`config.mk`:
```
export PLATFORM = sky130hd
export DESIGN_NAME = fetch_sequencer_flat
export DESIGN_NICKNAME = d
export VERILOG_FILES = /design/src/rtl/fetch_sequencer_if.sv /design/src/rtl/fetch_sequencer.sv /design/src/flat_wrapper.sv
export SDC_FILE = /design/constraint.sdc
export NUM_CORES = 1
export LEC_CHECK = 0
export ABC_AREA = 1
export CAP_MARGIN = 20
export CORE_UTILIZATION = 48
export CTS_CLUSTER_DIAMETER = 30
export DETAILED_ROUTE_END_ITERATION = 10
export PLACE_DENSITY_LB_ADDON = 0.3
export SETUP_SLACK_MARGIN = 0.4
export SYNTH_ARGS = -nofsm -noshare
export SYNTH_HDL_FRONTEND = slang
export SYNTH_SLANG_ARGS = --single-unit
```
`constraint.sdc`:
```
create_clock -name clock -period 2.2 [get_ports clock]
set_input_delay 0.44 -clock clock [delete_from_list [all_inputs] [get_ports clock]]
set_output_delay 0.44 -clock clock [all_outputs]
set_load 0.02 [all_outputs]
```
`src/rtl/fetch_sequencer_if.sv`:
```
// Fetch sequencer bus: decode-side control, redirect requests and the
// instruction-memory handshake grouped in one bundle.
interface fetch_sequencer_if #(
    parameter int ADDR_W = 8
);
    // Decode side
    logic              stall;
    logic [31:0]       instr;
    logic [ADDR_W-1:0] instr_pc;
    logic              instr_valid;

    // Redirect requests
    logic              jump;
    logic [ADDR_W-1:0] jump_target;
    logic              branch_taken;
    logic [ADDR_W-1:0] branch_target;
    logic              misaligned;

    // Instruction memory
    logic              imem_req;
    logic [ADDR_W-1:0] imem_addr;
    logic              imem_ack;
    logic [31:0]       imem_rdata;

    // The fetch sequencer itself
    modport slave (
        input  stall, jump, jump_target, branch_taken, branch_target,
               imem_ack, imem_rdata,
        output imem_req, imem_addr, instr, instr_pc, instr_valid, misaligned
    );

    // The environment: decode, branch unit and instruction memory
    modport master (
        output stall, jump, jump_target, branch_taken, branch_target,
               imem_ack, imem_rdata,
        input  imem_req, imem_addr, instr, instr_pc, instr_valid, misaligned
    );
endinterface

```
`src/rtl/fetch_sequencer.sv`:
```
// Instruction fetch sequencer: one outstanding fetch at a time, one-cycle
// bubble per instruction, jump/branch redirects with kill of an in-flight
// fetch, and a sticky flag for rejected misaligned targets.
// RESET_PC must be word-aligned.
module fetch_sequencer #(
    parameter int                ADDR_W   = 8,
    parameter logic [ADDR_W-1:0] RESET_PC = '0
) (
    input  logic               clock,
    input  logic               reset_n,
    fetch_sequencer_if.slave   bus
);

    typedef enum logic [1:0] {
        IDLE  = 2'd0,
        REQ   = 2'd1,
        VALID = 2'd2
    } state_t;

    state_t            r_state, w_state_next;
    logic [ADDR_W-1:0] r_pc, w_pc_next;
    logic              r_kill, w_kill_next;
    logic [ADDR_W-1:0] r_kill_target, w_kill_target_next;
    logic [31:0]       r_instr, w_instr_next;
    logic [ADDR_W-1:0] r_instr_pc, w_instr_pc_next;
    logic              r_misaligned, w_misaligned_next;

    logic              w_active;
    logic              w_jump_ok, w_branch_ok, w_target_bad;
    logic              w_redirect;
    logic [ADDR_W-1:0] w_target;

    // Redirect qualification: misaligned targets behave as if absent, and
    // nothing is accepted in IDLE; jump outranks branch.
    always_comb begin
        w_active     = (r_state != IDLE);
        w_jump_ok    = w_active && bus.jump &&
                       (bus.jump_target[1:0] == 2'b00);
        w_branch_ok  = w_active && bus.branch_taken &&
                       (bus.branch_target[1:0] == 2'b00);
        w_target_bad = w_active &&
                       ((bus.jump && (bus.jump_target[1:0] != 2'b00)) ||
                        (bus.branch_taken && (bus.branch_target[1:0] != 2'b00)));
        w_redirect   = w_jump_ok || w_branch_ok;
        w_target     = w_jump_ok ? bus.jump_target : bus.branch_target;
    end

    // Next-state and datapath update for the fetch FSM.
    always_comb begin
        // NOTE: every signal gets a hold default first so no path leaves it
        // unassigned; a missing default here would infer a latch.
        w_state_next       = r_state;
        w_pc_next          = r_pc;
        w_kill_next        = r_kill;
        w_kill_target_next = r_kill_target;
        w_instr_next       = r_instr;
        w_instr_pc_next    = r_instr_pc;
        w_misaligned_next  = r_misaligned || w_target_bad;

        case (r_state)
            IDLE: begin
                // Any stray ack from a fetch abandoned by reset is ignored.
                w_state_next = REQ;
            end

            REQ: begin
                if (bus.imem_ack) begin
                    if (r_kill || w_redirect) begin
                        // Drop the returned word and restart at the newest target.
                        w_pc_next    = w_redirect ? w_target : r_kill_target;
                        w_kill_next  = 1'b0;
                        w_state_next = REQ;
                    end else begin
                        w_instr_next    = bus.imem_rdata;
                        w_instr_pc_next = r_pc;
                        w_pc_next       = r_pc + ADDR_W'(4);
                        w_state_next    = VALID;
                    end
                end else if (w_redirect) begin
                    // Address must stay stable until the ack, so park the target.
                    w_kill_next        = 1'b1;
                    w_kill_target_next = w_target;
                end
            end

            VALID: begin
                if (w_redirect) begin
                    w_pc_next    = w_target;
                    w_state_next = REQ;
                end else if (!bus.stall) begin
                    w_state_next = REQ;
                end
            end

            default: begin
                w_state_next = IDLE;
            end
        endcase
    end

    // FSM state register.
    always_ff @(posedge clock or negedge reset_n) begin
        // NOTE: sequential state uses non-blocking assignments so every
        // register samples pre-edge values regardless of statement order.
        if (!reset_n) begin
            r_state <= IDLE;
        end else begin
            r_state <= w_state_next;
        end
    end

    // Program counter, kill bookkeeping, presented instruction and sticky flag.
    always_ff @(posedge clock or negedge reset_n) begin
        if (!reset_n) begin
            r_pc          <= RESET_PC;
            r_kill        <= 1'b0;
            r_kill_target <= RESET_PC;
            r_instr       <= '0;
            r_instr_pc    <= '0;
            r_misaligned  <= 1'b0;
        end else begin
            r_pc          <= w_pc_next;
            r_kill        <= w_kill_next;
            r_kill_target <= w_kill_target_next;
            r_instr       <= w_instr_next;
            r_instr_pc    <= w_instr_pc_next;
            r_misaligned  <= w_misaligned_next;
        end
    end

    // The fetch address is the pc itself; it only moves on an ack or redirect.
    assign bus.imem_req    = (r_state == REQ);
    assign bus.imem_addr   = r_pc;
    assign bus.instr       = r_instr;
    assign bus.instr_pc    = r_instr_pc;
    assign bus.instr_valid = (r_state == VALID);
    assign bus.misaligned  = r_misaligned;

endmodule

```
`src/flat_wrapper.sv`:
```
// flat-port wrapper written by rule: the top's interface ports become plain ports
module fetch_sequencer_flat 
#(
    parameter int                ADDR_W   = 8,
    parameter logic [ADDR_W-1:0] RESET_PC = '0
)
  (clock, reset_n, bus_stall, bus_jump, bus_jump_target, bus_branch_taken, bus_branch_target, bus_imem_ack, bus_imem_rdata, bus_imem_req, bus_imem_addr, bus_instr, bus_instr_pc, bus_instr_valid, bus_misaligned);
  fetch_sequencer_if #(.ADDR_W(ADDR_W)) bus_i ();
  input  logic clock;
  input  logic reset_n;
  input wire logic [$bits(bus_i.stall)-1:0] bus_stall;
  input wire logic [$bits(bus_i.jump)-1:0] bus_jump;
  input wire logic [$bits(bus_i.jump_target)-1:0] bus_jump_target;
  input wire logic [$bits(bus_i.branch_taken)-1:0] bus_branch_taken;
  input wire logic [$bits(bus_i.branch_target)-1:0] bus_branch_target;
  input wire logic [$bits(bus_i.imem_ack)-1:0] bus_imem_ack;
  input wire logic [$bits(bus_i.imem_rdata)-1:0] bus_imem_rdata;
  output wire logic [$bits(bus_i.imem_req)-1:0] bus_imem_req;
  output wire logic [$bits(bus_i.imem_addr)-1:0] bus_imem_addr;
  output wire logic [$bits(bus_i.instr)-1:0] bus_instr;
  output wire logic [$bits(bus_i.instr_pc)-1:0] bus_instr_pc;
  output wire logic [$bits(bus_i.instr_valid)-1:0] bus_instr_valid;
  output wire logic [$bits(bus_i.misaligned)-1:0] bus_misaligned;
  assign bus_i.stall = bus_stall;
  assign bus_i.jump = bus_jump;
  assign bus_i.jump_target = bus_jump_target;
  assign bus_i.branch_taken = bus_branch_taken;
  assign bus_i.branch_target = bus_branch_target;
  assign bus_i.imem_ack = bus_imem_ack;
  assign bus_i.imem_rdata = bus_imem_rdata;
  assign bus_imem_req = bus_i.imem_req;
  assign bus_imem_addr = bus_i.imem_addr;
  assign bus_instr = bus_i.instr;
  assign bus_instr_pc = bus_i.instr_pc;
  assign bus_instr_valid = bus_i.instr_valid;
  assign bus_misaligned = bus_i.misaligned;
  fetch_sequencer #(.ADDR_W(ADDR_W), .RESET_PC(RESET_PC)) u_core (.clock(clock), .reset_n(reset_n), .bus(bus_i));
endmodule
```
==> results.md, run 1 <==
- Largest stage delay on the critical path: 0.44 ns
- Critical Path Most Common Cell: nand2_1
- Initial core utilization: 0.501
- Core Region: 5570 µm²
- Relative slew slack: 0.623
- Clk slew on worst S/H paths: 0.06 ns
- MaxCap Viol Count: 0
- P_sw: 2350 µW
- Clock buffer depth: 2
- Worst hold path class: in2async
- Yosys top cell area share: 0.537
- Pwr dens: 1380 nW/µm²
- CP max-delay cell: clkdlybuf4s50_1
- Synth Warn #: 0
- Clk Latency, worst-skew pair: 0.32 ns
- Register area share after synthesis: 0.537
- CP required: 2.46 ns
- Post-layout nets: 522
- CTS tree: built
- Reg2Reg Depth: 11
- Dominant cell type by area after synthesis: dfrtp_1
- Layout cells sized above 1: 0.0957
- Status: finished clean
- Full die area: 6130 µm²
- Part of the cycle the worst path needs: 0.806
- Worst slew pin tran: 0.565 ns
- # diodes: 0
- Post-DP HPWL: 4.94 mm
- Synth Net Count: 404
- P_leak: 0.00217 µW
- VDD IR-drop max: 0.706 mV
- Critical Path Sink Type: flop
- Syn avg cell area: 8.01 µm²
- # clock sinks: 60
- Vias: 2670
- Aggregate global routing overflow: 0
- Switching share of total power: 0.405
- R2r startpoint: u_core.r_state[1]
- Worst r2r dst: u_core.bus.imem_addr[3]
- Final hold viol count: 0
- CP top delay family: buffers and inverters
- Crit path time final: 1.77 ns
- GRT Total Usage: 0.243
- Post-layout util: 0.754
- IO Port Bufs: 104
- Ranking of synthesized cells by area: dfrtp_1 54%, nand2_1 24%, nand3_1 3.9%, o21ai_0 3.8%, inv_1 3.4%
- Crit-path cells: clkdlybuf4s50_1 > nor2_2 > nand3_4 > nand2_4 > inv_2 > o21ai_4 > buf_4 > nand2_1 > inv_1 > nand2_1 > nand2_1
- Io pins: 105
- Die height: 78.3 µm
- CTS root buf: clkbuf_8
- Clock share of power: 0.166
- Setup TNS: 0 ns
- CTS H-tree lvls: 3
- RSZ-0062 raised after global routing: no
- Final WL: 6.92 mm
- Clock skew: 0.00728 ns
- Combinational power share: 0.504
- Number of global-route vias before repair: 2546
- Area Overhead vs Synth: 50.5%
- Pint: 3450 µW
- Worst path bufs/invs: 4
- Synth Instances: 349
- Setup-failing EPs final: 0
- First-pass GRT wire length: 11.6 mm
- Arrival @ worst endpoint: 2.04 ns
- Max-slew violations: 0
- Sequential power share: 0.331
- FMAX: 564 MHz
- Antenna violations before repair: 0
- Critical path peak fanout: 7
- Rows: 27
- Initial drt markers: 163
- Largest net degree at the start of global routing: 38
- CP Launch Type: input pin
- Gpl congestion: 0.919
- Yosys reg bits: 60
- R2r setup slk: 0.59 ns
- Wire length per cell: 12.8 µm
- Hold Buf Count CTS: 0
- Drt drc: 0
- Critical path class: in2reg
- TritonCTS Buffers: 9
- Mapped cell area: 2790 µm²
- ANT nets after route: 0
- Die Span X: 78.3 µm
- Library cells used by synthesis: 24
- Initial DRT Pass Iterations: 4
- DR vias/cell: 4.93
-- flip-flops by register name, summed over array words and instances, names as in the netlist --
register	flops
u_core.r_kill_target	8
u_core.bus.imem_addr	8
u_core.bus.instr_pc	8
u_core.bus.misaligned	1
u_core.bus.instr	32
u_core.r_state	2
u_core.r_kill	1
-- what timing repair did --
action,in CTS,in global routing
pin swaps,1,4
buffers inserted,2,4
gates resized for setup,8,15
setup endpoints to repair,15,52
-- worst max-delay path by stage --
stage | startpoint | slack (ns) | cells past startpoint | end
2_1_floorplan | bus_jump_target[0] | 0.65 | 8 | u_core.bus.imem_addr[4]
3_3_place_gp | bus_jump_target[0] | 0.06 | 9 | u_core.bus.imem_addr[2]
3_5_place_dp | bus_jump_target[0] | 0.005 | 9 | u_core.bus.imem_addr[2]
4_1_cts | u_core.r_state[1] | 0.39 | 2 | bus_imem_req
5_1_grt | bus_branch_target[1] | 0.39 | 11 | u_core.bus.imem_addr[3]
6_report | bus_branch_target[1] | 0.43 | 11 | u_core.bus.imem_addr[3]
-- cells by family (layout without fill, tap and decap cells) --
group / after synthesis / count (layout) / share of synthesized area
simple gates: 220 / 220 / 0.338
compound gates: 25 / 25 / 0.0497
fa+ha+maj: 1 / 1 / 0.00448
xor+xnor: 3 / 3 / 0.00941
flops: 60 / 60 / 0.537
buf+inv: 40 / 161 / 0.0614
-- synthesized netlist by cell type (all sizes together) --
library cell and n:
clkinv 1, nand4 4, xor2 2, o211ai 1
nand2 178, a21oi 1, nand3 26, buf 9
dfrtp 60, ha 1, xnor2 1, nor2 12
o21ai 23, inv 30
-- placed cells by master (no fill, tap or decap), types with 2 or more instances in the layout --
cell type / n
nand2_4: 2
dfrtp_1: 60
buf_12: 3
dlymetal6s2s_1: 4
clkdlybuf4s50_1: 92
inv_1: 25
nand2_1: 175
xor2_1: 2
clkbuf_8: 11
nand4_1: 4
nor2_1: 8
inv_2: 3
dlygate4sd2_1: 5
clkbuf_2: 2
buf_6: 2
nand3_4: 3
buf_4: 7
nor2_4: 3
nand3_1: 22
o21ai_0: 21
-- per-stage QoR --
step | hold slack (ns) | total power (µW) | area, µm² | setup WS [ns] | cells
6_report | 0.108 | 5810 | 4200 | 0.426 | 542
5_1_grt | 0.136 | 6230 | 4200 | 0.390 | 542
4_1_cts | 0.114 | 5830 | 4140 | 0.387 | 538
3_5_place_dp | 0.464 | 4860 | 3940 | 0.00504 | 522
3_3_place_gp | 0.461 | 4790 | 3940 | 0.0611 | 522
2_1_floorplan | 0.144 | 3550 | 2790 | 0.654 | 349
-- layer usage --
| metal | routed length, µm | track usage | vias to the layer above |
|---|---|---|---|
| met1 | 2990 | 0.313 | 1235 |
| met3 | 521 | 0.0593 | 6 |
| li1 | - | - | 1316 |
| met5 | 0 | 0 | - |
| met4 | 51 | 0.0889 | 0 |
| met2 | 3360 | 0.396 | 113 |
-- power by group through the flow --
stage	clock [µW]	sequential (µW)	combinational [µW]
after floorplan	0	2400	1150
after global routing	1040	1980	3210
final	962	1920	2920
after CTS	987	1920	2920
after detailed placement	0	1930	2920
after global placement	0	1920	2870
-- cell type report --
class                      instances  area, µm²
multi-input combinational        249       1130
clock buffer                      12        155
tap                               72       90.1
timing repair buffer             116       1160
sequential                        60       1500
clock inverter                     2       35.0
fill                             428       1370
inverter                          31        126
Power figures use the tool's default switching activity.
==> inputs of run 2 (changes only) <==
Settings changed: CORE_UTILIZATION 48 to 40.
Clock period 2.2 ns to 1.45 ns, I/O delays scaled along.
==> run 2 against run 1 <==
Design area rose by 21%. Highest routed layer unchanged. Clock skew up 0.0022 ns. Critical path depth down 2. Count of clock-buffer cells in the layout down 1. Global-route usage fell by 1.3 points. Hold slack better by 0.37 ns. Worst setup slack got worse by 0.56 ns. The run now ends with negative setup slack left. Via count increased by 14%.
==> results.md, run 2 (synthesized netlist as in run 1, its figures left out) <==
- Status: finished with violations (was finished clean)
- Failing checks: negative setup slack
- Die Span X: 85.6 µm (was 78.3 µm)
- Most frequent cells in the layout: 146 x nand2_1, 62 x buf_6, 62 x buf_4 (was 175 x nand2_1, 92 x clkdlybuf4s50_1, 60 x dfrtp_1)
- Wire length per cell: 14.3 µm (was 12.8 µm)
- Final Non-Filler Cells: 620 (was 542)
- # diodes: 0 (unchanged)
- Io pins: 105 (unchanged)
- CTS tree: built (unchanged)
- Vias: 3035 (was 2670)
- CP Launch Type: flop (was input pin)
- Critical path peak fanout: 14 (was 7)
- Crit path time final: 1.58 ns
- GRT Total Usage: 0.230 (was 0.243)
- CTS H-tree lvls: 3 (unchanged)
- ANT nets after route: 0 (unchanged)
- # clock sinks: 60 (unchanged)
- VDD IR-drop max: 0.951 mV (was 0.706 mV)
- Final hold viol count: 0 (unchanged)
- Initial core utilization: 0.414 (was 0.501)
- Pre-CTS setup slack: -0.452 ns (was 0.00504 ns)
- Largest stage delay on the critical path: 0.39 ns (was 0.44 ns)
- Setup ws final: -0.134 ns (was 0.426 ns)
- MaxCap Viol Count: 0 (unchanged)
- Aggregate global routing overflow: 0 (unchanged)
- First-pass GRT wire length: 13.0 mm (was 11.6 mm)
- Initial DRT Pass Iterations: 4 (unchanged)
- Critical Path Most Common Cell: nand3_4 (was nand2_1)
- Post-layout nets: 590 (was 522)
- Setup-failing EPs final: 58 (was 0)
- Clk slew on worst S/H paths: 0.07 ns (was 0.06 ns)
- CP max-delay cell: dfrtp_1 (was clkdlybuf4s50_1)
- CP required: 1.68 ns (was 2.46 ns)
- Die height: 85.6 µm (was 78.3 µm)
- Total power: 11100 µW (was 5810 µW)
- Part of the cycle the worst path needs: 1.09
- Crit-path cells: inv_2 > nand2_4 > nand3_4 > nand3_4 > inv_4 > nand3_4 > buf_12 > nand2_2 > nand2_1 (was clkdlybuf4s50_1 > nor2_2 > nand3_4 > nand2_4 > inv_2 > o21ai_4 > buf_4 > nand2_1 > inv_1 > nand2_1 > nand2_1)
- Rows: 30 (was 27)
- Area Overhead vs Synth: 82.5% (was 50.5%)
- Critical path class: reg2reg (was in2reg)
- DR vias/cell: 4.90 (was 4.93)
- Max FFs per register: 32 (unchanged)
- Clock skew: 0.00944 ns (was 0.00728 ns)
- Largest net degree at the start of global routing: 61 (was 38)
- Most common cell after layout, fill and taps aside: nand2_1 (unchanged)
- Worst hold path class: in2async (unchanged)
- Initial drt markers: 165 (was 163)
- Pwr dens: 2180 nW/µm² (was 1380 nW/µm²)
- CP top delay family: simple AND/OR/NAND/NOR gates (was buffers and inverters)
- Arrival @ worst endpoint: 1.82 ns (was 2.04 ns)
- Drt drc: 0 (unchanged)
- Fillers: 460 (was 428)
- Worst path bufs/invs: 3 (was 4)
- FMAX: 631 MHz
- Layout cells sized above 1: 0.402 (was 0.0957)
- Worst slew pin tran: 0.328 ns (was 0.565 ns)
- IO Port Bufs: 104 (unchanged)
- Full die area: 7320 µm² (was 6130 µm²)
- Critical Path Sink Type: flop (unchanged)
- CTS root buf: clkbuf_8 (unchanged)
- Antenna violations before repair: 0 (unchanged)
- P_leak: 0.00261 µW (was 0.00217 µW)
- Post-layout util: 0.755 (was 0.754)
- TritonCTS Buffers: 9 (unchanged)
- Number of global-route vias before repair: 2782 (was 2546)
- Gpl congestion: 0.845 (was 0.919)
- RSZ-0062 raised after global routing: yes (was no)
- Setup TNS: -4.81 ns (was 0 ns)
- Final WL: 8.84 mm (was 6.92 mm)
- Core Region: 6760 µm² (was 5570 µm²)
- DP Cell Count: 559 (was 522)
- Post-DP HPWL: 5.35 mm (was 4.94 mm)
- Clk Latency, worst-skew pair: 0.35 ns (was 0.32 ns)
- Max-slew violations: 0 (unchanged)
- Clock buffer depth: 2 (unchanged)
- Relative slew slack: 0.781 (was 0.623)
## run 2: cell count changes in the layout (fill, tap and decap cells not counted), sizes merged, moves of 2 or more
cell	previous run	this run
dlymetal6s2s	4	0
clkdlybuf4s50	92	52
clkbuf	14	11
buf	13	130
clkinvlp	0	2
dlygate4sd2	5	0
## run 2: timing repair
item | CTS | global route
hold buffers | 1 | 0
gates resized for setup | 344 | 43
gates cloned | 1 | 0
endpoints found under the setup margin | 111 | 111
hold endpoints to repair | 60 | 0
pin swaps | 7 | 8
buffers inserted | 29 | 14
## run 2: layer usage
layer,wire (µm),share of wire,global-route usage
met5,0,0,0
met4,80,0.0090,0.0652
met3,537,0.061,0.0635
met2,4500,0.51,0.372
met1,3730,0.42,0.304
## run 2: power by group
part / switching [µW] / internal [µW] / total, µW
clock: 695 / 1060 / 1760
combinational: 3160 / 3160 / 6320
sequential: 575 / 2450 / 3020
## run 2: cell type report
cell class / count / area, µm² / share of cell area
clock buffer: 11 / 151 / 0.0297
sequential: 60 / 1500 / 0.295
timing repair buffer: 183 / 1800 / 0.353
multi-input combinational: 250 / 1320 / 0.259
inverter: 31 / 141 / 0.0277
tap: 80 / 100 / 0.0196
clock inverter: 5 / 83.8 / 0.0164
## run 2: stage by stage
stage,hold WS (ns),instance area (µm²)
2_1_floorplan,-0.00559,2850
3_3_place_gp,0.321,4220
3_5_place_dp,0.318,4220
4_1_cts,0.476,4860
5_1_grt,0.480,5100
6_report,0.477,5100
## run 2: worst paths after layout
kind | from | end | slack [ns] | cells past startpoint
setup / recovery | u_core.r_state[0] | u_core.bus.instr[10] | -0.13 | 9
hold / removal | reset_n | u_core.bus.instr[4] | 0.48 | 3
setup reg to reg | u_core.r_state[0] | u_core.bus.instr[10] | -0.13 | 9
hold reg to reg | u_core.r_kill_target[5] | u_core.r_kill_target[5] | 0.49 | 2
max in group asynchronous | reset_n | u_core.bus.misaligned | 0.69 | 3
min in group clock | bus_imem_rdata[18] | u_core.bus.instr[18] | 0.48 | 3
## run 2: worst register-to-register path, delay by kind of cell (launching register included)
family	cells	cell delay, ns
buf+inv	3	0.46
flops	1	0.39
simple gates	6	0.63
